File: config.mk
export PLATFORM = sky130hd
export DESIGN_NAME = pac_sprite_anim_flat
export DESIGN_NICKNAME = d
export VERILOG_FILES = /design/src/rtl/pac_sprite_anim_pkg.sv /design/src/rtl/pac_sprite_anim_if.sv /design/src/rtl/pac_sprite_anim_rom.sv /design/src/rtl/pac_sprite_anim.sv /design/src/flat_wrapper.sv
export SDC_FILE = /design/constraint.sdc
export NUM_CORES = 1
export LEC_CHECK = 0
export CORE_MARGIN = 4
export CORE_UTILIZATION = 25
export CTS_CLUSTER_DIAMETER = 50
export DETAILED_ROUTE_END_ITERATION = 16
export HOLD_SLACK_MARGIN = 0.1
export MAX_ROUTING_LAYER = met4
export REMOVE_ABC_BUFFERS = 1
export SYNTH_ARGS = -nofsm -noshare
export SYNTH_HDL_FRONTEND = slang
export SYNTH_HIERARCHICAL = 1
export SYNTH_SLANG_ARGS = --single-unit
File: constraint.sdc
create_clock -name clk -period 4.15 [get_ports clk]
set_clock_uncertainty 0.05 [all_clocks]
set_input_delay 0.415 -clock clk [delete_from_list [all_inputs] [get_ports clk]]
set_output_delay 0.415 -clock clk [all_outputs]
set_load 0.02 [all_outputs]
File: src/rtl/pac_sprite_anim_pkg.sv
// pac_sprite_pkg: direction/phase/state constants and the sprite bitmaps (death frames only with PAC_DEATH_ANIM_EN).
package pac_sprite_pkg;
  localparam int BMP_W = 12;
  localparam int BMP_H = 12;
  localparam int BMP_N = BMP_W * BMP_H;
  localparam int IDX_W = $clog2(BMP_N);
  typedef logic [BMP_N-1:0] bmp_t;
  typedef logic [IDX_W-1:0] idx_t;
  localparam logic [3:0] DIR_NONE = 4'b0000;
  localparam logic [3:0] DIR_L = 4'b1000;
  localparam logic [3:0] DIR_U = 4'b0100;
  localparam logic [3:0] DIR_R = 4'b0010;
  localparam logic [3:0] DIR_D = 4'b0001;
  typedef enum logic [1:0] {PH_OPEN, PH_HALF, PH_CLOSED} phase_t;
  localparam logic [1:0] ST_ALIVE = 2'd0;
  localparam logic [1:0] ST_DYING = 2'd1;
  localparam logic [1:0] ST_DEAD = 2'd2;
`ifdef PAC_DEATH_ANIM_EN
  localparam int NFRAMES = 17;
`else
  localparam int NFRAMES = 9;
`endif
  localparam int FSEL_W = $clog2(NFRAMES);
  typedef logic [FSEL_W-1:0] fsel_t;
  localparam bmp_t ROUND = {
    12'b000011110000, 12'b001111111100, 12'b011111111110, 12'b011111111110,
    12'b111111111111, 12'b111111111111, 12'b111111111111, 12'b111111111111,
    12'b011111111110, 12'b011111111110, 12'b001111111100, 12'b000011110000};
  localparam bmp_t R_OPEN = {
    12'b000011110000, 12'b001111111100, 12'b011111111100, 12'b011111110000,
    12'b111111000000, 12'b111110000000, 12'b111110000000, 12'b111111000000,
    12'b011111110000, 12'b011111111100, 12'b001111111100, 12'b000011110000};
  localparam bmp_t R_HALF = {
    12'b000011110000, 12'b001111111100, 12'b011111111110, 12'b011111111110,
    12'b111111111100, 12'b111111100000, 12'b111111100000, 12'b111111111100,
    12'b011111111110, 12'b011111111110, 12'b001111111100, 12'b000011110000};
  function automatic idx_t bi(int r, int c);
    return idx_t'((BMP_H - 1 - r) * BMP_W + BMP_W - 1 - c);
  endfunction
  // k: 0 keep (right), 1 mirror (left), 2 rotate mouth up, 3 rotate mouth down
  function automatic bmp_t orient(bmp_t b, int k);
    bmp_t o = '0;
    for (int r = 0; r < BMP_H; r++)
      for (int c = 0; c < BMP_W; c++)
        o[bi(r, c)] = k == 0 ? b[bi(r, c)] : k == 1 ? b[bi(r, BMP_W - 1 - c)] :
                      k == 2 ? b[bi(c, BMP_W - 1 - r)] : b[bi(c, r)];
    return o;
  endfunction
  function automatic bmp_t death(int f);
    bmp_t o = '0;
    for (int r = 0; r < BMP_H; r++)
      for (int c = 0; c < BMP_W; c++) begin
        int dx = 2 * c - (BMP_W - 1);
        int dy = (BMP_H - 1) - 2 * r;
        o[bi(r, c)] = f < 7 && ROUND[bi(r, c)] && !(dy > 0 && 2 * (dx < 0 ? -dx : dx) < dy * (f + 1));
      end
    return o;
  endfunction
  // 0 round, 1..8 {dir L,U,R,D} x {OPEN,HALF}, 9..16 death frames
  function automatic bmp_t frame_bmp(int i);
    int k = (i - 1) / 2;
`ifdef PAC_DEATH_ANIM_EN
    if (i >= 9) return death(i - 9);
`endif
    if (i == 0) return ROUND;
    return orient((i - 1) % 2 == 1 ? R_HALF : R_OPEN, k == 0 ? 1 : k == 1 ? 2 : k == 2 ? 0 : 3);
  endfunction
endpackage

File: src/rtl/pac_sprite_anim_if.sv
// pac_sprite_anim_if: per-pixel query/response bundle between scan logic and the sprite generator.
interface pac_sprite_anim_if #(parameter int COORD_W = 5);
  logic pix_req;
  logic [COORD_W-1:0] x;
  logic [COORD_W-1:0] y;
  logic pix_valid;
  logic pixel;
  modport master (output pix_req, x, y, input pix_valid, pixel);
  modport slave (input pix_req, x, y, output pix_valid, pixel);
endinterface

File: src/rtl/pac_sprite_anim_rom.sv
// pac_sprite_rom: combinational (frame_sel, r, c) -> bitmap bit, zero outside the sprite box.
module pac_sprite_rom
  import pac_sprite_pkg::*;
#(
  parameter int SPRITE_W = BMP_W,
  parameter int SPRITE_H = BMP_H,
  parameter int COORD_W = 5
) (
  input  fsel_t              frame_sel,
  input  logic [COORD_W-1:0] r,
  input  logic [COORD_W-1:0] c,
  output logic               on
);
  bmp_t rom [NFRAMES];
  idx_t idx;
  for (genvar i = 0; i < NFRAMES; i++) begin : g_rom
    assign rom[i] = frame_bmp(i);
  end
  always_comb begin
    idx = idx_t'((SPRITE_H - 1 - int'(r)) * SPRITE_W + SPRITE_W - 1 - int'(c));
    on = int'(r) < SPRITE_H && int'(c) < SPRITE_W && rom[frame_sel][idx];
  end
endmodule

File: src/rtl/pac_sprite_anim.sv
// pac_sprite_anim: animated Pac-Man pixel generator with 1-cycle registered lookup.
// Death sequence is built only when PAC_DEATH_ANIM_EN is defined.
module pac_sprite_anim
  import pac_sprite_pkg::*;
#(
  parameter int SPRITE_W = BMP_W,
  parameter int SPRITE_H = BMP_H,
  parameter int SCALE_LOG2 = 1,
  parameter int COORD_W = 5,
  parameter int ANIM_DIV = 4
) (
  input  logic                 clk,
  input  logic                 rst,
  input  logic                 frame_tick,
  input  logic [3:0]           direction,
  input  logic                 moving,
  input  logic                 die,
  input  logic                 revive,
  pac_sprite_anim_if.slave     q,
  output logic                 dead_done
);
  localparam int CW = ANIM_DIV > 1 ? $clog2(ANIM_DIV) : 1;
  logic [3:0] dir_q;
  logic [1:0] step;
  logic [1:0] state;
  logic [2:0] dframe;
  logic [CW-1:0] anim_cnt;
  logic wrap;
  logic on;
  phase_t phase;
  fsel_t frame_sel;
  logic [COORD_W-1:0] r;
  logic [COORD_W-1:0] c;
  assign wrap = anim_cnt == CW'(ANIM_DIV - 1);
  assign r = q.y >> SCALE_LOG2;
  assign c = q.x >> SCALE_LOG2;
  always_comb begin
    phase = step == 2'd2 ? PH_CLOSED : step[0] ? PH_HALF : PH_OPEN;
    frame_sel = state != ST_ALIVE ? fsel_t'(9 + (state == ST_DEAD ? 7 : int'(dframe)))
              : phase == PH_CLOSED || dir_q == DIR_NONE ? '0
              : fsel_t'({dir_q[1] | dir_q[0], dir_q[2] | dir_q[0], step[0]}) + 1'b1;
  end
  pac_sprite_rom #(.SPRITE_W(SPRITE_W), .SPRITE_H(SPRITE_H), .COORD_W(COORD_W)) u_rom (
    .frame_sel(frame_sel), .r(r), .c(c), .on(on));
  always_ff @(posedge clk) begin
    if (rst) begin
      dir_q <= DIR_NONE;
      step <= '0;
      anim_cnt <= '0;
      state <= ST_ALIVE;
      dframe <= '0;
      q.pix_valid <= 1'b0;
      q.pixel <= 1'b0;
    end else begin
      q.pix_valid <= q.pix_req;
      q.pixel <= q.pix_req && on;
      if (frame_tick && $onehot(direction)) dir_q <= direction;
`ifdef PAC_DEATH_ANIM_EN
      if (state == ST_ALIVE && die) begin
        state <= ST_DYING;
        dframe <= '0;
        anim_cnt <= '0;
      end else if (state != ST_ALIVE && revive) begin
        state <= ST_ALIVE;
        step <= '0;
        anim_cnt <= '0;
      end else if (state == ST_DYING && frame_tick) begin
        anim_cnt <= wrap ? '0 : anim_cnt + 1'b1;
        if (wrap) dframe <= dframe + 1'b1;
        if (wrap && dframe == 3'd7) state <= ST_DEAD;
      end else
`endif
      if (state == ST_ALIVE && frame_tick && moving) begin
        anim_cnt <= wrap ? '0 : anim_cnt + 1'b1;
        step <= step + 2'(wrap);
      end
    end
  end
`ifdef PAC_DEATH_ANIM_EN
  assign dead_done = state == ST_DEAD;
`else
  logic unused_ok;
  assign unused_ok = die ^ revive;
  assign dead_done = 1'b0;
`endif
endmodule

File: src/flat_wrapper.sv
// flat-port wrapper written by rule: the top's interface ports become plain ports
module pac_sprite_anim_flat import pac_sprite_pkg::*;
#(
  parameter int SPRITE_W = BMP_W,
  parameter int SPRITE_H = BMP_H,
  parameter int SCALE_LOG2 = 1,
  parameter int COORD_W = 5,
  parameter int ANIM_DIV = 4
)
  (clk, rst, frame_tick, direction, moving, die, revive, dead_done, q_pix_req, q_x, q_y, q_pix_valid, q_pixel);
  pac_sprite_anim_if #(.COORD_W(COORD_W)) q_i ();
  input  logic clk;
  input  logic rst;
  input  logic frame_tick;
  input  logic [3:0] direction;
  input  logic moving;
  input  logic die;
  input  logic revive;
  output logic dead_done;
  input wire logic [$bits(q_i.pix_req)-1:0] q_pix_req;
  input wire logic [$bits(q_i.x)-1:0] q_x;
  input wire logic [$bits(q_i.y)-1:0] q_y;
  output wire logic [$bits(q_i.pix_valid)-1:0] q_pix_valid;
  output wire logic [$bits(q_i.pixel)-1:0] q_pixel;
  assign q_i.pix_req = q_pix_req;
  assign q_i.x = q_x;
  assign q_i.y = q_y;
  assign q_pix_valid = q_i.pix_valid;
  assign q_pixel = q_i.pixel;
  pac_sprite_anim #(.SPRITE_W(SPRITE_W), .SPRITE_H(SPRITE_H), .SCALE_LOG2(SCALE_LOG2), .COORD_W(COORD_W), .ANIM_DIV(ANIM_DIV)) u_core (.clk(clk), .rst(rst), .frame_tick(frame_tick), .direction(direction), .moving(moving), .die(die), .revive(revive), .q(q_i), .dead_done(dead_done));
endmodule
-- Yosys cells after proc, flatten, opt, wreduce, memory -nomap -nowiden
Memories as Yosys holds them, arrays and structs flattened.
Index checks and enable logic that the tools add are counted.
- add/subtract/negate cells: 10
- multipliers: 1
- order comparisons: 4
- equality and inequality tests: 4
- mux-type cells: 8
- bitwise gates (word level): 3
- reductions and logical operators: 7
- operators by type and width (operator ; number):
    two-way mux 144 bit ; 2
    less-than comparator 8 x 9 -> 1 bit (second input constant) ; 1
    adder 8 x 5 -> 8 bit (second input constant) ; 1
    binary-select mux 1 bit (select 8 bit) ; 1
    less-than comparator 4 bit (second input constant) ; 2
    subtractor 8 x 2 -> 8 bit (second input constant) ; 1
    subtractor 8 x 5 -> 8 bit ; 1
    == test 2 bit (second input constant) ; 3
    multiplier 5 x 3 -> 6 bit (second input constant) ; 1
    >= comparator 5 bit (second input constant) ; 1
    logical AND 1 bit ; 5
    inverter 4 -> 5 bit ; 1
    subtractor 4 x 4 -> 5 bit (first input constant) ; 1
    adder 1 x 1 -> 2 bit ; 2
    adder 3 x 1 -> 4 bit (second input constant) ; 1
    zero test 4 bit ; 1
    two-way mux 2 bit ; 2
    two-way mux 4 bit ; 1
    adder 3 bit ; 1
    == test 3 x 1 -> 1 bit (second input constant) ; 1
    adder 2 x 1 -> 2 bit ; 1
    adder 2 x 1 -> 2 bit (second input constant) ; 1
    two-way mux 1 bit ; 2
    bitwise OR 1 bit ; 2
    logical OR 1 bit ; 1
- register bits: 10
- ROM bits: 2304
- input bits: 21
- output and inout port bits: 3
- logic and storage cells: 43
- memories: 1
- memory list (memory ; words ; bits a word ; rd ports ; clocked after Yosys merged registers in ; wr ports ; line ; RTL):
    (name not given) ; 16 ; 144 ; 1 ; 0 ; 0 ; pac_sprite_anim_rom.sv:21 ; on = int'(r) < SPRITE_H && int'(c) < SPRITE_W && rom[frame_sel][idx];

-- Longest topological paths before layout
Gate-level depths: netlist (run 1).
- word-level depth: 13
- gate-level depth with buffers: 15

-- Hierarchy
The synthesis (run 1) kept the hierarchy.
- modules (own cells, without submodules) (module ; instances ; cells each ; area an instance (um2) ; seq. area each (um2)):
    pac_sprite_rom ; 1 ; 195 ; 1410.1 ; 0.0
    pac_sprite_anim ; 1 ; 63 ; 598.1 ; 200.2

-- Worst setup path after synthesis (run 1)
No wires, ideal clock.
- kind: register to register
- from: register u_core.dir_q[2]
- to: register u_core.q.pixel
- setup time: 115 ps
- data arrival time: 3055 ps
- required time: 3985 ps
- path slack: 930 ps
- stages on the path, launching flop included: 13
- period minus slack after synthesis: 3220 ps
- cell sequence: dfxtp_1 or2_2 ha_1 nor3b_1 inv_1 ha_1 or3_4 a211o_1 o311a_1 nor3_1 and4b_1 a32o_1 and2_1
- longest elaborated chain between the ends: 11
- elaborated cells on any way between the ends: 13
- ends and longest elaborated chain (element ; line ; RTL):
    start, declared ; pac_sprite_anim.sv:23 ; logic [3:0] dir_q;
    start signal, assigned ; pac_sprite_anim.sv:57 ; if (frame_tick && $onehot(direction)) dir_q <= direction;
    bitwise OR 1 bit / zero test 4 bit (equally long branches) ; pac_sprite_anim.sv:41, pac_sprite_anim.sv:40 ;
    adder 3 x 1 -> 4 bit / logical OR 1 bit (equally long branches) ; pac_sprite_anim.sv:41, pac_sprite_anim.sv:40 ;
    two-way mux 4 bit (*) ; pac_sprite_anim.sv:40 ; : phase == PH_CLOSED || dir_q == DIR_NONE ? '0
    named net u_core.frame_sel[1] ; pac_sprite_anim.sv:31 ; fsel_t frame_sel;
    inverter 4 -> 5 bit (not written as such) (*) ; pac_sprite_anim_rom.sv:21 ;
    memory (16 x 144 bit) (*) ; -- ;
    two-way mux 144 bit (not written as such) (*) (2 in series) ; pac_sprite_anim_rom.sv:21 ;
    binary-select mux 1 bit (select 8 bit) (*) ; pac_sprite_anim_rom.sv:21 ;
    two-way mux 1 bit (not written as such) (*) ; pac_sprite_anim_rom.sv:21 ;
    logical AND 1 bit (*) ; pac_sprite_anim_rom.sv:21 ;
    named net u_core.on ; pac_sprite_anim.sv:29 ; logic on;
    logical AND 1 bit (*) ; pac_sprite_anim.sv:56 ; q.pixel <= q.pix_req && on;
    end signal, assigned ; pac_sprite_anim.sv:56 ;
    end, declared ; pac_sprite_anim_if.sv:9 ; modport slave (input pix_req, x, y, output pix_valid, pixel);
Mark *: on every way through the listed nets, which the timed path passes. The rest lies on a longest branch. The select of a mux whose other input is x is not followed.
A chain may end at the register's enable or synchronous reset.

-- Worst setup path in the final report (run 1)
- from: input q_y[3]
- to: register u_core.q.pixel
- longest elaborated chain between the ends: 9
- elaborated cells on any way between the ends: 11
- ends and longest elaborated chain (element ; line ; RTL):
    start, declared ; flat_wrapper.sv:22 ; input wire logic [$bits(q_i.y)-1:0] q_y;
    subtractor 4 x 4 -> 5 bit ; pac_sprite_anim_rom.sv:20 ; idx = idx_t'((SPRITE_H - 1 - int'(r)) * SPRITE_W + SPRITE_W - 1 - int'(c));
    multiplier 5 x 3 -> 6 bit ; pac_sprite_anim_rom.sv:20 ;
    adder 8 x 5 -> 8 bit ; pac_sprite_anim_rom.sv:20 ;
    subtractor 8 x 2 -> 8 bit ; pac_sprite_anim_rom.sv:20 ;
    subtractor 8 x 5 -> 8 bit ; pac_sprite_anim_rom.sv:20 ;
    binary-select mux 1 bit (select 8 bit) ; pac_sprite_anim_rom.sv:21 ;
    two-way mux 1 bit (not written as such) ; pac_sprite_anim_rom.sv:21 ;
    logical AND 1 bit (*) ; pac_sprite_anim_rom.sv:21 ;
    named net u_core.on ; pac_sprite_anim.sv:29 ;
    logical AND 1 bit (*) ; pac_sprite_anim.sv:56 ;
Marked as above.

==> metrics.txt, run 1 <==
# TYPE chip_impl_metric gauge
chip_impl_info{name="outcome",value="finished clean"} 1
chip_impl_info{name="yosys_top_cell_by_area",value="sky130_fd_sc_hd__ha_1"} 1
chip_impl_metric{name="finalWorstPathRequiredPeriod",unit="ps"} 3707
chip_impl_metric{name="max_clock_freq",unit="MHz"} 269.8
chip_impl_metric{name="port-buffer-count",unit=""} 18
chip_impl_metric{name="dp.final_hpwl",unit="um"} 3387
chip_impl_metric{name="fin_total_pwr",unit="mW"} 0.6588
chip_impl_metric{name="timing.final.ws_setup",unit="ps"} 443.4
chip_impl_metric{name="cts.sink_count",unit=""} 10
chip_impl_metric{name="power.net_switching",unit="mW"} 0.2717
chip_impl_info{name="worst-setup-path-type",value="primary input to flip-flop"} 1
chip_impl_metric{name="cts-hold-fix-buffers",unit=""} 0
chip_impl_metric{name="synth-warning-count",unit=""} 6
chip_impl_info{name="mostFrequentLayoutCells",value="sky130_fd_sc_hd__ha_1 (27), sky130_fd_sc_hd__inv_1 (20), sky130_fd_sc_hd__clkdlybuf4s50_1 (18), sky130_fd_sc_hd__a21oi_1 (18), sky130_fd_sc_hd__nand2_1 (14)"} 1
chip_impl_metric{name="placedInstanceArea",unit="mm2"} 0.002263
chip_impl_metric{name="vias_per_cell",unit=""} 4.995
chip_impl_metric{name="gp_routability_congestion",unit=""} 0.8573
chip_impl_metric{name="pin_count_of_the_biggest_net_entering_global_routing",unit=""} 30
chip_impl_metric{name="power.internal",unit="mW"} 0.3871
chip_impl_info{name="ys.flop_type",value="sky130_fd_sc_hd__dfxtp_1"} 1
chip_impl_metric{name="routed_wire_length_per_instance",unit="um"} 11.81
chip_impl_metric{name="seq_area",unit="um2"} 200.2
chip_impl_metric{name="skew_pair_late_insertion_delay",unit="ps"} 230
chip_impl_metric{name="mappedNetlistArea",unit="mm2"} 0.002008
chip_impl_info{name="worst_setup_path_start_kind",value="primary input"} 1
chip_impl_metric{name="die-area",unit="mm2"} 0.009531
chip_impl_metric{name="power.sequential.fraction",unit=""} 0.159
chip_impl_metric{name="setup_violations_final",unit=""} 0
chip_impl_metric{name="fraction_of_layout_cells_with_a_size_suffix_above_1",unit=""} 0.08550
chip_impl_metric{name="start_util",unit=""} 0.2585
chip_impl_metric{name="cts-buffers-inserted",unit=""} 3
chip_impl_metric{name="drt-initial-drc-count",unit=""} 259
chip_impl_metric{name="p_sw_frac",unit=""} 0.4125
chip_impl_metric{name="synth-async-reset-ratio",unit=""} 0
chip_impl_metric{name="synth.top_cell.area_share",unit=""} 0.1682
chip_impl_metric{name="max_slew.worst_pin.slew",unit="ps"} 837.2
chip_impl_info{name="cp-end-kind",value="flip-flop"} 1
chip_impl_metric{name="irDropWorstVdd",unit="mV"} 0.09563
chip_impl_metric{name="drtAntennaViolNets",unit=""} 0
chip_impl_metric{name="grt_first_pass_wirelength",unit="um"} 7624
chip_impl_metric{name="final_design_area_no_fill",unit="mm2"} 0.002318
chip_impl_info{name="critical_path.cell_chain",value="clkdlybuf4s50_1 -> ha_1 -> xnor2_1 -> fa_1 -> inv_1 -> ha_1 -> a21o_1 -> a21oi_1 -> xor2_1 -> xnor2_1 -> o2111ai_1 -> a32o_1 -> and2_1"} 1
chip_impl_metric{name="detailed_router_iteration_count_before_antenna_repair",unit=""} 4
chip_impl_metric{name="multi_input_comb_area",unit="mm2"} 0.001643
chip_impl_info{name="tritoncts",value="yes"} 1
chip_impl_metric{name="nNetsFinal",unit=""} 321
chip_impl_metric{name="core-area",unit="mm2"} 0.007767
chip_impl_metric{name="maxSlewHeadroom",unit=""} 0.4375
chip_impl_metric{name="number_of_flops_mapped_to_enable_cells_by_yosys",unit=""} 0
chip_impl_metric{name="pwr_density_cell",unit="mW/mm2"} 284.2
chip_impl_metric{name="clock_power_share",unit=""} 0.181
chip_impl_metric{name="cts_resized",unit=""} 0
chip_impl_info{name="holdCritPathClass",value="flip-flop to flip-flop"} 1
chip_impl_info{name="layout.cells.most_common",value="sky130_fd_sc_hd__ha_1"} 1
chip_impl_metric{name="grtUsageTotal",unit=""} 0.09371
chip_impl_metric{name="placement.setup.worst_slack",unit="ps"} 184.9
chip_impl_metric{name="synth.avg_cell_area",unit="um2"} 7.784
chip_impl_metric{name="chipHeight",unit="um"} 97.63
chip_impl_metric{name="timing.final.crit_share",unit=""} 0.8932
chip_impl_metric{name="maxCapViolCount",unit=""} 0
chip_impl_metric{name="grt_pass1_vias",unit=""} 1675
chip_impl_metric{name="antennaDiodeCount",unit=""} 0
chip_impl_metric{name="antenna_found_initial",unit=""} 0
chip_impl_metric{name="required",unit="ps"} 4230
chip_impl_metric{name="cts_setup_buffers",unit=""} 0
chip_impl_info{name="yosys-top-cells-area",value="sky130_fd_sc_hd__ha_1 (17%), sky130_fd_sc_hd__dfxtp_1 (10%), sky130_fd_sc_hd__mux2i_1 (5.5%)"} 1
chip_impl_metric{name="via_count",unit=""} 1853
chip_impl_metric{name="p_leak",unit="nW"} 0.9433
chip_impl_metric{name="drt-total-wl",unit="um"} 4383
chip_impl_metric{name="maxSlewViolCount",unit=""} 0
chip_impl_metric{name="clockBufferDepth",unit=""} 2
chip_impl_info{name="crit_path_top_delay_cell",value="sky130_fd_sc_hd__fa_1"} 1
chip_impl_metric{name="synthToLayoutAreaGrowth",unit="%"} 15.45
chip_impl_metric{name="yosys_register_bits",unit=""} 10
chip_impl_metric{name="critPathArrivalTime",unit="ps"} 3780
chip_impl_metric{name="num_io_pins",unit=""} 24
chip_impl_metric{name="placementRows",unit=""} 32
chip_impl_metric{name="detail_route.drc_violations",unit=""} 0
chip_impl_metric{name="syn-instance-count",unit=""} 258
chip_impl_metric{name="timing.critical_path.fanout_max",unit=""} 5
chip_impl_metric{name="finalHoldViolCount",unit=""} 0
chip_impl_metric{name="clk_pin_slew_worst_paths",unit="ps"} 50
chip_impl_metric{name="ys_seq_area_frac",unit=""} 0.09969
chip_impl_metric{name="combPwrFrac",unit=""} 0.659
chip_impl_metric{name="floorplan.die.width",unit="um"} 97.63
chip_impl_metric{name="synthDistinctLibCells",unit=""} 59
chip_impl_info{name="cts_root_buffer",value="sky130_fd_sc_hd__clkbuf_8"} 1
chip_impl_metric{name="critPathMaxStageDelay",unit="ps"} 580
chip_impl_info{name="rsz_0062_raised_after_global_routing",value="no"} 1
chip_impl_metric{name="global_route.overflow_total",unit=""} 0
chip_impl_metric{name="cts.htree.levels",unit=""} 1
chip_impl_metric{name="fillerInstances",unit=""} 834
==> sequential cells by signal, indices dropped and copies added, names as in the netlist <==
| register | flops |
|---|---|
| u_core/step | 2 |
| u_core/anim_cnt | 2 |
| u_core/q.pixel | 1 |
| u_core/dir_q | 4 |
| u_core/q.pix_valid | 1 |
==> worst max-delay path: cells and delay by family <==
family | cells | cell delay (ps)
buffers and inverters | 2 | 570
xor gates and xnor gates | 3 | 570
AOI/OAI and AO/OA | 4 | 790
and+or+nand+nor | 1 | 130
adders and majority gates | 3 | 1300
==> path summary, 6_finish.rpt <==
path	end	cells after the start	startpoint	slack, ps
max	u_core/q.pixel	13	q_y[3]	440
min	u_core/dir_q[3]	2	u_core/dir_q[3]	430
max reg2reg	u_core/q.pixel	12	u_core/dir_q[0]	540
min reg2reg	u_core/dir_q[3]	2	u_core/dir_q[3]	430
==> layout make-up <==
| type | count | share of cell area |
|---|---|---|
| Inverter | 20 | 0.03238 |
| Tap cell | 102 | 0.05505 |
| Timing Repair Buffer | 23 | 0.09390 |
| Sequential cell | 10 | 0.08635 |
| Multi-Input combinational cell | 212 | 0.7086 |
| Clock buffer | 4 | 0.02375 |
==> logic make-up (layout without fill, tap and decap cells) <==
family	after synthesis	count (layout)	synth area share
XOR/XNOR	14	14	0.06106
adder cells (fa/ha/maj)	30	30	0.1981
multiplexers	14	14	0.07165
other	1	6	0.001867
AO/OA/AOI/OAI	67	67	0.2349
AND/OR/NAND/NOR	81	81	0.2380
flip-flops	10	10	0.09969
buffers and inverters	41	47	0.09470
==> Yosys cell counts (all sizes together) (2+ instances only) <==
library cell	n
xnor2	9
and2	3
clkbuf	9
a21o	3
nand2b	11
nor3b	4
dfxtp	10
nor2b	6
nand2	14
mux2	3
o22ai	2
inv	20
nor2	8
or3b	2
o2111ai	3
o21ai	8
o221ai	2
nand3	7
xor2	5
or2	3
mux2i	11
a21bo	3
fa	3
a221oi	3
nor3	7
buf	12
o211ai	3
a211o	2
or3	4
a211oi	4
nor4	2
a21oi	18
nand4b	2
ha	27
a311oi	4
==> routing by layer <==
layer | wire length [um] | global-route usage
met1 | 2023 | 0.1231
met2 | 2129 | 0.1545
met4 | 31 | 0.01704
met3 | 198 | 0.01364
met5 | 0 | -
==> stage by stage <==
step	hold slack (ps)	utilization	setup TNS (ps)	std cells
finish	428.7	0.2985	0	371
global route	456.6	0.2985	0	371
CTS	432.7	0.2985	0	371
detailed placement	424.6	0.2914	0	367
global placement	416.5	0.2914	0	367
floorplan	398.2	-	-543.2	242
==> power groups by stage <==
stage | combinational [mW] | clock (mW) | sequential (mW)
finish | 0.434 | 0.120 | 0.105
global route | 0.489 | 0.129 | 0.105
CTS | 0.435 | 0.124 | 0.105
detailed placement | 0.432 | 0 | 0.107
global placement | 0.428 | 0 | 0.107
floorplan | 0.327 | 0 | 0.107
No activity file was read; power rests on OpenSTA's default activity.
==> run 2, diff against run 1 <==
Settings changed: CORE_UTILIZATION 25 to 45, PLACE_DENSITY set to 0.67.
==> run 2 against run 1 <==
  * Critical path type is now flip-flop to flip-flop
  * Sequential cell count did not move
  * Power up 0.46%
  * Highest routed layer unchanged
  * Worst hold slack better by 15 ps
  * Critical path depth down 1
==> metrics.txt, run 2 (same netlist as run 1, synthesis figures left out) <==
# TYPE chip_impl_metric gauge
chip_impl_metric{name="timing.hold.worst_path_depth",unit=""} 2
chip_impl_metric{name="grtUsageTotal",unit=""} 0.1706
chip_impl_metric{name="setup_violations_final",unit=""} 0
chip_impl_metric{name="maxSlewViolCount",unit=""} 0
chip_impl_metric{name="die-area",unit="mm2"} 0.005595
chip_impl_metric{name="drt-initial-drc-count",unit=""} 235
chip_impl_info{name="min_from",value="u_core/dir_q[3]"} 1
chip_impl_metric{name="placement.setup.worst_slack",unit="ps"} 219.9
chip_impl_metric{name="cts_resized",unit=""} 0
chip_impl_metric{name="placementRows",unit=""} 24
chip_impl_metric{name="max_clock_freq",unit="MHz"} 269.3
chip_impl_metric{name="maxCapViolCount",unit=""} 0
chip_impl_metric{name="final_design_area_no_fill",unit="mm2"} 0.002248
chip_impl_metric{name="grt_pass1_vias",unit=""} 1673
chip_impl_metric{name="detailed_router_iteration_count_before_antenna_repair",unit=""} 5
chip_impl_metric{name="cts.sink_count",unit=""} 10
chip_impl_metric{name="depth_of_the_worst_register_to_register_path",unit=""} 12
chip_impl_metric{name="finalHoldViolCount",unit=""} 0
chip_impl_info{name="reg.largest.list",value="u_core/dir_q x4, u_core/anim_cnt x2, u_core/step x2"} 1
chip_impl_info{name="worst_setup_path_start_kind",value="flip-flop"} 1
chip_impl_metric{name="gp_routability_congestion",unit=""} 0.9890
chip_impl_metric{name="vias_per_cell",unit=""} 5.916
chip_impl_metric{name="max_slew.worst_pin.slew",unit="ps"} 906.9
chip_impl_metric{name="dp.final_hpwl",unit="um"} 3358
chip_impl_metric{name="grt_first_pass_wirelength",unit="um"} 7590
chip_impl_metric{name="fraction_of_layout_cells_with_a_size_suffix_above_1",unit=""} 0.08209
chip_impl_metric{name="floorplan.die.width",unit="um"} 74.80
chip_impl_info{name="holdCritPathClass",value="flip-flop to flip-flop"} 1
chip_impl_metric{name="chipHeight",unit="um"} 74.80
chip_impl_metric{name="core-area",unit="mm2"} 0.004324
chip_impl_metric{name="timing.final.crit_share",unit=""} 0.8947
chip_impl_metric{name="max_reg_flops",unit=""} 4
chip_impl_info{name="timing.rr.start",value="u_core/dir_q[0]"} 1
chip_impl_metric{name="clk_pin_slew_worst_paths",unit="ps"} 50
chip_impl_info{name="top_register",value="u_core/dir_q"} 1
chip_impl_info{name="worst-setup-path-type",value="flip-flop to flip-flop"} 1
chip_impl_metric{name="global_route.overflow_total",unit=""} 0
chip_impl_metric{name="cts.htree.levels",unit=""} 1
chip_impl_metric{name="synthToLayoutAreaGrowth",unit="%"} 11.96
chip_impl_metric{name="finalWorstPathRequiredPeriod",unit="ps"} 3713
chip_impl_metric{name="fin_hold_ws",unit="ps"} 443.2
chip_impl_metric{name="pwr_density_cell",unit="mW/mm2"} 294.4
chip_impl_metric{name="routed_wire_length_per_instance",unit="um"} 13.74
chip_impl_metric{name="p_leak",unit="nW"} 0.9385
chip_impl_metric{name="antenna_found_initial",unit=""} 0
chip_impl_metric{name="cts_setup_buffers",unit=""} 0
chip_impl_info{name="mostFrequentLayoutCells",value="sky130_fd_sc_hd__ha_1 (27), sky130_fd_sc_hd__inv_1 (20), sky130_fd_sc_hd__clkdlybuf4s50_1 (18), sky130_fd_sc_hd__a21oi_1 (18), sky130_fd_sc_hd__nand2_1 (14)"} 1
chip_impl_metric{name="via_count",unit=""} 1893
chip_impl_info{name="whs_endpoint",value="u_core/dir_q[3]"} 1
chip_impl_info{name="layout.cells.most_common",value="sky130_fd_sc_hd__ha_1"} 1
chip_impl_metric{name="cts-hold-fix-buffers",unit=""} 0
chip_impl_metric{name="skew_pair_late_insertion_delay",unit="ps"} 230
chip_impl_metric{name="seq_area",unit="um2"} 200.2
chip_impl_metric{name="irDropWorstVdd",unit="mV"} 0.2016
chip_impl_info{name="rsz_0062_raised_after_global_routing",value="no"} 1
chip_impl_info{name="cts_root_buffer",value="sky130_fd_sc_hd__clkbuf_8"} 1
chip_impl_metric{name="pin_count_of_the_biggest_net_entering_global_routing",unit=""} 30
chip_impl_metric{name="num_io_pins",unit=""} 24
chip_impl_metric{name="multi_input_comb_area",unit="mm2"} 0.001643
chip_impl_metric{name="clockBufferDepth",unit=""} 2
chip_impl_metric{name="start_util",unit=""} 0.4644
chip_impl_metric{name="critPathArrivalTime",unit="ps"} 3790
chip_impl_metric{name="timing.critical_path.fanout_max",unit=""} 6
chip_impl_info{name="tritoncts",value="yes"} 1
chip_impl_metric{name="port-buffer-count",unit=""} 18
chip_impl_metric{name="placedInstanceArea",unit="mm2"} 0.002193
chip_impl_info{name="regToRegEndpoint",value="u_core/q.pixel"} 1
chip_impl_metric{name="nNetsFinal",unit=""} 320
chip_impl_metric{name="detail_route.drc_violations",unit=""} 0
chip_impl_metric{name="fillerInstances",unit=""} 450
chip_impl_metric{name="timing.final.ws_setup",unit="ps"} 437.1
chip_impl_info{name="outcome",value="finished clean"} 1
chip_impl_metric{name="drt-total-wl",unit="um"} 4396
chip_impl_metric{name="maxSlewHeadroom",unit=""} 0.3908
chip_impl_metric{name="timing.reg2reg.setup_slack",unit="ps"} 440
chip_impl_metric{name="required",unit="ps"} 4230
chip_impl_info{name="cp-end-kind",value="flip-flop"} 1
chip_impl_metric{name="antennaDiodeCount",unit=""} 0
chip_impl_metric{name="drtAntennaViolNets",unit=""} 0
chip_impl_metric{name="cts-buffers-inserted",unit=""} 3
run 2: cell types whose count changed in the layout (fill, tap and decap cells not counted), sizes merged:
| cell | delta |
|---|---|
| buf | -1 |
run 2: worst max path at each step:
stage          slack (ps)  cells after the start        endpoint       startpoint
2_1_floorplan        -540                     11  u_core/q.pixel  u_core/dir_q[2]
3_3_place_gp          290                     13  u_core/q.pixel           q_y[3]
3_5_place_dp          220                     13  u_core/q.pixel           q_y[3]
4_1_cts               460                     12  u_core/q.pixel  u_core/dir_q[0]
5_1_grt                50                     12  u_core/q.pixel  u_core/dir_q[0]
6_report              440                     12  u_core/q.pixel  u_core/dir_q[0]
run 2: power breakdown:
group	switching, mW	total [mW]	internal [mW]
logic	0.234	0.436	0.203
registers	0.00385	0.105	0.101
clock network	0.0372	0.120	0.0833
total	0.275	0.662	0.387
run 2: layer usage:
metal	global-route usage	routed length, um	vias to the layer above
met1	0.2448	2067	884
li1	-	-	951
met5	-	0	-
met4	0.04150	20	0
met3	0.008011	211	4
met2	0.2634	2097	54
run 2: through the flow:
step                      TNS, ps    util  power (mW)  cells
after CTS                       0  0.5200      0.6653    320
after global routing            0  0.5200      0.7282    320
after global placement          0  0.5072      0.5382    316
after detailed placement        0  0.5072      0.5406    316
final                           0  0.5200      0.6619    320
after floorplan            -543.2       -      0.4343    242
run 2: area by class of cell:
type                    instances  share of cell area
clock buffers                   4             0.02449
inverters                      20             0.03339
multi-input cells             212              0.7307
flip-flops and latches         10             0.08904
well taps                      52             0.02894
repair buffers                 22             0.09349
run 2: worst max-delay path: stages (launching register included):
cell and delay (ps):
sky130_fd_sc_hd__dfxtp_1 360, sky130_fd_sc_hd__or2_2 300, sky130_fd_sc_hd__ha_1 270, sky130_fd_sc_hd__nor3b_1 560
sky130_fd_sc_hd__inv_1 220, sky130_fd_sc_hd__ha_1 290, sky130_fd_sc_hd__or3_4 380, sky130_fd_sc_hd__a211o_1 310
sky130_fd_sc_hd__o311a_1 110, sky130_fd_sc_hd__nor3_1 200, sky130_fd_sc_hd__and4b_1 220, sky130_fd_sc_hd__a32o_1 220
sky130_fd_sc_hd__and2_1 130
==> run 3, diff against run 2 <==
Settings changed: PLACE_DENSITY 0.67 to 0.69.
Clock period 4.15 ns to 3.2 ns, I/O delays scaled along.
==> run 3 against run 2 <==
  * Count of clock-buffer cells in the layout unchanged
  * Setup slack worse by 290 ps
  * Worst hold slack better by 57 ps
  * Non-clock buffer count up 32
==> metrics.txt, run 3 (same netlist as run 1, synthesis figures left out) <==
# TYPE chip_impl_metric gauge
chip_impl_metric{name="drtAntennaViolNets",unit=""} 0
chip_impl_metric{name="depth_of_the_worst_register_to_register_path",unit=""} 12
chip_impl_metric{name="antenna_found_initial",unit=""} 0
chip_impl_metric{name="finalHoldViolCount",unit=""} 0
chip_impl_info{name="cp_top_family",value="adder cells"} 1
chip_impl_metric{name="fillerInstances",unit=""} 380
chip_impl_info{name="min_from",value="u_core/dir_q[3]"} 1
chip_impl_metric{name="clk_pin_slew_worst_paths",unit="ps"} 50
chip_impl_metric{name="grtUsageTotal",unit=""} 0.1886
chip_impl_metric{name="fin_total_pwr",unit="mW"} 1.093
chip_impl_info{name="layout.cells.most_common",value="sky130_fd_sc_hd__buf_4"} 1
chip_impl_metric{name="fraction_of_layout_cells_with_a_size_suffix_above_1",unit=""} 0.2867
chip_impl_metric{name="nNetsFinal",unit=""} 352
chip_impl_info{name="crit_path_frequent_cell",value="sky130_fd_sc_hd__ha_1"} 1
chip_impl_metric{name="clockBufferDepth",unit=""} 2
chip_impl_metric{name="maxSlewViolCount",unit=""} 0
chip_impl_metric{name="final.setup.tns",unit="ps"} 0
chip_impl_metric{name="placementRows",unit=""} 24
chip_impl_metric{name="die-area",unit="mm2"} 0.005595
chip_impl_metric{name="irDropWorstVdd",unit="mV"} 0.5029
chip_impl_metric{name="critPathArrivalTime",unit="ps"} 3130
chip_impl_info{name="worst-setup-path-type",value="primary input to flip-flop"} 1
chip_impl_metric{name="post-route-util",unit=""} 0.6366
chip_impl_info{name="cts_root_buffer",value="sky130_fd_sc_hd__clkbuf_8"} 1
chip_impl_metric{name="placement.setup.worst_slack",unit="ps"} -589.2
chip_impl_metric{name="max_reg_flops",unit=""} 4
chip_impl_info{name="worst_setup_path_start_kind",value="primary input"} 1
chip_impl_metric{name="required",unit="ps"} 3280
chip_impl_info{name="worstSetupStartpoint",value="q_y[4]"} 1
chip_impl_metric{name="vias_per_cell",unit=""} 5.670
chip_impl_metric{name="chipHeight",unit="um"} 74.80
chip_impl_info{name="timing.rr.start",value="u_core/dir_q[2]"} 1
chip_impl_metric{name="seq_area",unit="um2"} 200.2
chip_impl_info{name="regToRegEndpoint",value="u_core/q.pixel"} 1
chip_impl_metric{name="detailed_router_iteration_count_before_antenna_repair",unit=""} 4
chip_impl_metric{name="timing.final.ws_setup",unit="ps"} 146.8
chip_impl_metric{name="critPathMaxStageDelay",unit="ps"} 310
chip_impl_metric{name="drt-total-wl",unit="um"} 5129
chip_impl_info{name="whs_endpoint",value="u_core/dir_q[3]"} 1
chip_impl_info{name="top_register",value="u_core/dir_q"} 1
chip_impl_metric{name="cts-buffers-inserted",unit=""} 3
chip_impl_metric{name="start_util",unit=""} 0.4644
chip_impl_metric{name="timing.reg2reg.setup_slack",unit="ps"} 190
chip_impl_info{name="critical_path.cell_chain",value="dlygate4sd2_1 -> buf_4 -> ha_1 -> xor2_1 -> ha_1 -> ha_4 -> xnor2_1 -> ha_1 -> a21oi_2 -> xor2_2 -> xnor2_2 -> mux2i_1 -> a32o_1 -> and2_1"} 1
chip_impl_info{name="mostFrequentLayoutCells",value="sky130_fd_sc_hd__buf_4 (33), sky130_fd_sc_hd__a21oi_1 (17), sky130_fd_sc_hd__inv_1 (15), sky130_fd_sc_hd__ha_1 (15)"} 1
chip_impl_info{name="tritoncts",value="yes"} 1
chip_impl_metric{name="global_route.overflow_total",unit=""} 0
chip_impl_metric{name="port-buffer-count",unit=""} 18
chip_impl_info{name="reg.largest.list",value="u_core/dir_q x4, u_core/anim_cnt x2, u_core/step x2"} 1
chip_impl_metric{name="maxCapViolCount",unit=""} 0
chip_impl_metric{name="crit_buf_inv",unit=""} 2
chip_impl_metric{name="cts-hold-fix-buffers",unit=""} 0
chip_impl_metric{name="routed_wire_length_per_instance",unit="um"} 14.57
chip_impl_info{name="cp-end-kind",value="flip-flop"} 1
chip_impl_metric{name="cts.htree.levels",unit=""} 1
chip_impl_metric{name="timing.critical_path.fanout_max",unit=""} 3
chip_impl_metric{name="grt_first_pass_wirelength",unit="um"} 8238
chip_impl_metric{name="floorplan.die.width",unit="um"} 74.80
chip_impl_metric{name="core-area",unit="mm2"} 0.004324
chip_impl_metric{name="p_leak",unit="nW"} 1.130
chip_impl_metric{name="timing.final.crit_share",unit=""} 0.9541
chip_impl_metric{name="multi_input_comb_area",unit="mm2"} 0.001896
chip_impl_metric{name="max_clock_freq",unit="MHz"} 327.5
chip_impl_metric{name="antennaDiodeCount",unit=""} 0
chip_impl_info{name="crit_path_top_delay_cell",value="sky130_fd_sc_hd__ha_1"} 1
chip_impl_metric{name="drt-initial-drc-count",unit=""} 182
chip_impl_metric{name="num_io_pins",unit=""} 24
chip_impl_metric{name="detail_route.drc_violations",unit=""} 0
chip_impl_metric{name="setup_violations_final",unit=""} 0
chip_impl_info{name="rsz_0062_raised_after_global_routing",value="no"} 1
chip_impl_info{name="outcome",value="finished clean"} 1
chip_impl_metric{name="via_count",unit=""} 1996
chip_impl_metric{name="dp.final_hpwl",unit="um"} 3801
chip_impl_metric{name="skew_pair_late_insertion_delay",unit="ps"} 230
chip_impl_metric{name="finalWorstPathRequiredPeriod",unit="ps"} 3053
chip_impl_info{name="holdCritPathClass",value="flip-flop to flip-flop"} 1
chip_impl_metric{name="cts.sink_count",unit=""} 10
chip_impl_metric{name="synthToLayoutAreaGrowth",unit="%"} 37.07
chip_impl_metric{name="grt_pass1_vias",unit=""} 1829
chip_impl_metric{name="timing.hold.worst_path_depth",unit=""} 2
chip_impl_metric{name="pin_count_of_the_biggest_net_entering_global_routing",unit=""} 30
chip_impl_metric{name="pwr_density_cell",unit="mW/mm2"} 397.1
chip_impl_metric{name="gp_routability_congestion",unit=""} 0.9517
-- run 3: cell types whose count changed in the layout (fill, tap and decap cells not counted), moves of 3 or more --
cell,change
sky130_fd_sc_hd__buf_4,+29
sky130_fd_sc_hd__ha_1,-12
sky130_fd_sc_hd__ha_4,+12
sky130_fd_sc_hd__inv_1,-5
sky130_fd_sc_hd__inv_2,+5
sky130_fd_sc_hd__clkdlybuf4s50_1,-4
sky130_fd_sc_hd__dlygate4sd2_1,+3
-- run 3: metal layers --
metal  track usage  share of wire  wire [um]  vias to the layer above
li1              -              -          -                     1012
met2        0.3307           0.52       2645                       58
met5             -              0          0                        -
met1        0.2435           0.43       2229                      922
met4       0.02569         0.0051         26                        0
met3       0.01335          0.044        228                        4
-- run 3: worst max path at each step --
stage / endpoint / cells after the start
after floorplan: u_core/q.pixel / 11
after global placement: u_core/q.pixel / 13
after detailed placement: u_core/q.pixel / 13
after CTS: u_core/q.pixel / 12
after global routing: u_core/q.pixel / 12
final: u_core/q.pixel / 14
-- run 3: worst register-to-register path, cell delays in order, from the launching register on --
cell and delay (ps):
sky130_fd_sc_hd__dfxtp_1 320, sky130_fd_sc_hd__or2_4 270, sky130_fd_sc_hd__ha_4 260, sky130_fd_sc_hd__nor3b_4 220
sky130_fd_sc_hd__inv_2 100, sky130_fd_sc_hd__ha_4 180, sky130_fd_sc_hd__or4_4 490, sky130_fd_sc_hd__a211oi_2 220
sky130_fd_sc_hd__o221ai_1 140, sky130_fd_sc_hd__a21oi_1 170, sky130_fd_sc_hd__o211ai_1 130, sky130_fd_sc_hd__a32o_1 230
sky130_fd_sc_hd__and2_1 130
-- run 3: final cells by class --
| type | count | share of cell area |
|---|---|---|
| Sequential cell | 10 | 0.07273 |
| Clock buffer | 4 | 0.02000 |
| Inverter | 20 | 0.02727 |
| Multi-Input combinational cell | 212 | 0.6886 |
| Tap cell | 52 | 0.02364 |
| Timing Repair Buffer | 54 | 0.1677 |
-- run 3: where the power goes --
part	internal, mW	switching [mW]
clock network	0.108	0.0502
logic	0.414	0.386
registers	0.131	0.00446
total	0.653	0.440
-- run 3: timing repair --
item	CTS	global route
setup endpoints to repair	1	1
gates resized for setup	27	20
pin swaps	9	12
endpoints found under the hold margin	0	0
buffers inserted	2	2
-- run 3: through the flow --
step / std cells / area (um2) / hold slack [ps]
final: 352 / 2753 / 500.6
after global routing: 352 / 2753 / 523.1
after detailed placement: 344 / 2416 / 463.5
after global placement: 344 / 2416 / 430.0
after floorplan: 242 / 1912 / 339.1
after CTS: 350 / 2633 / 474.3
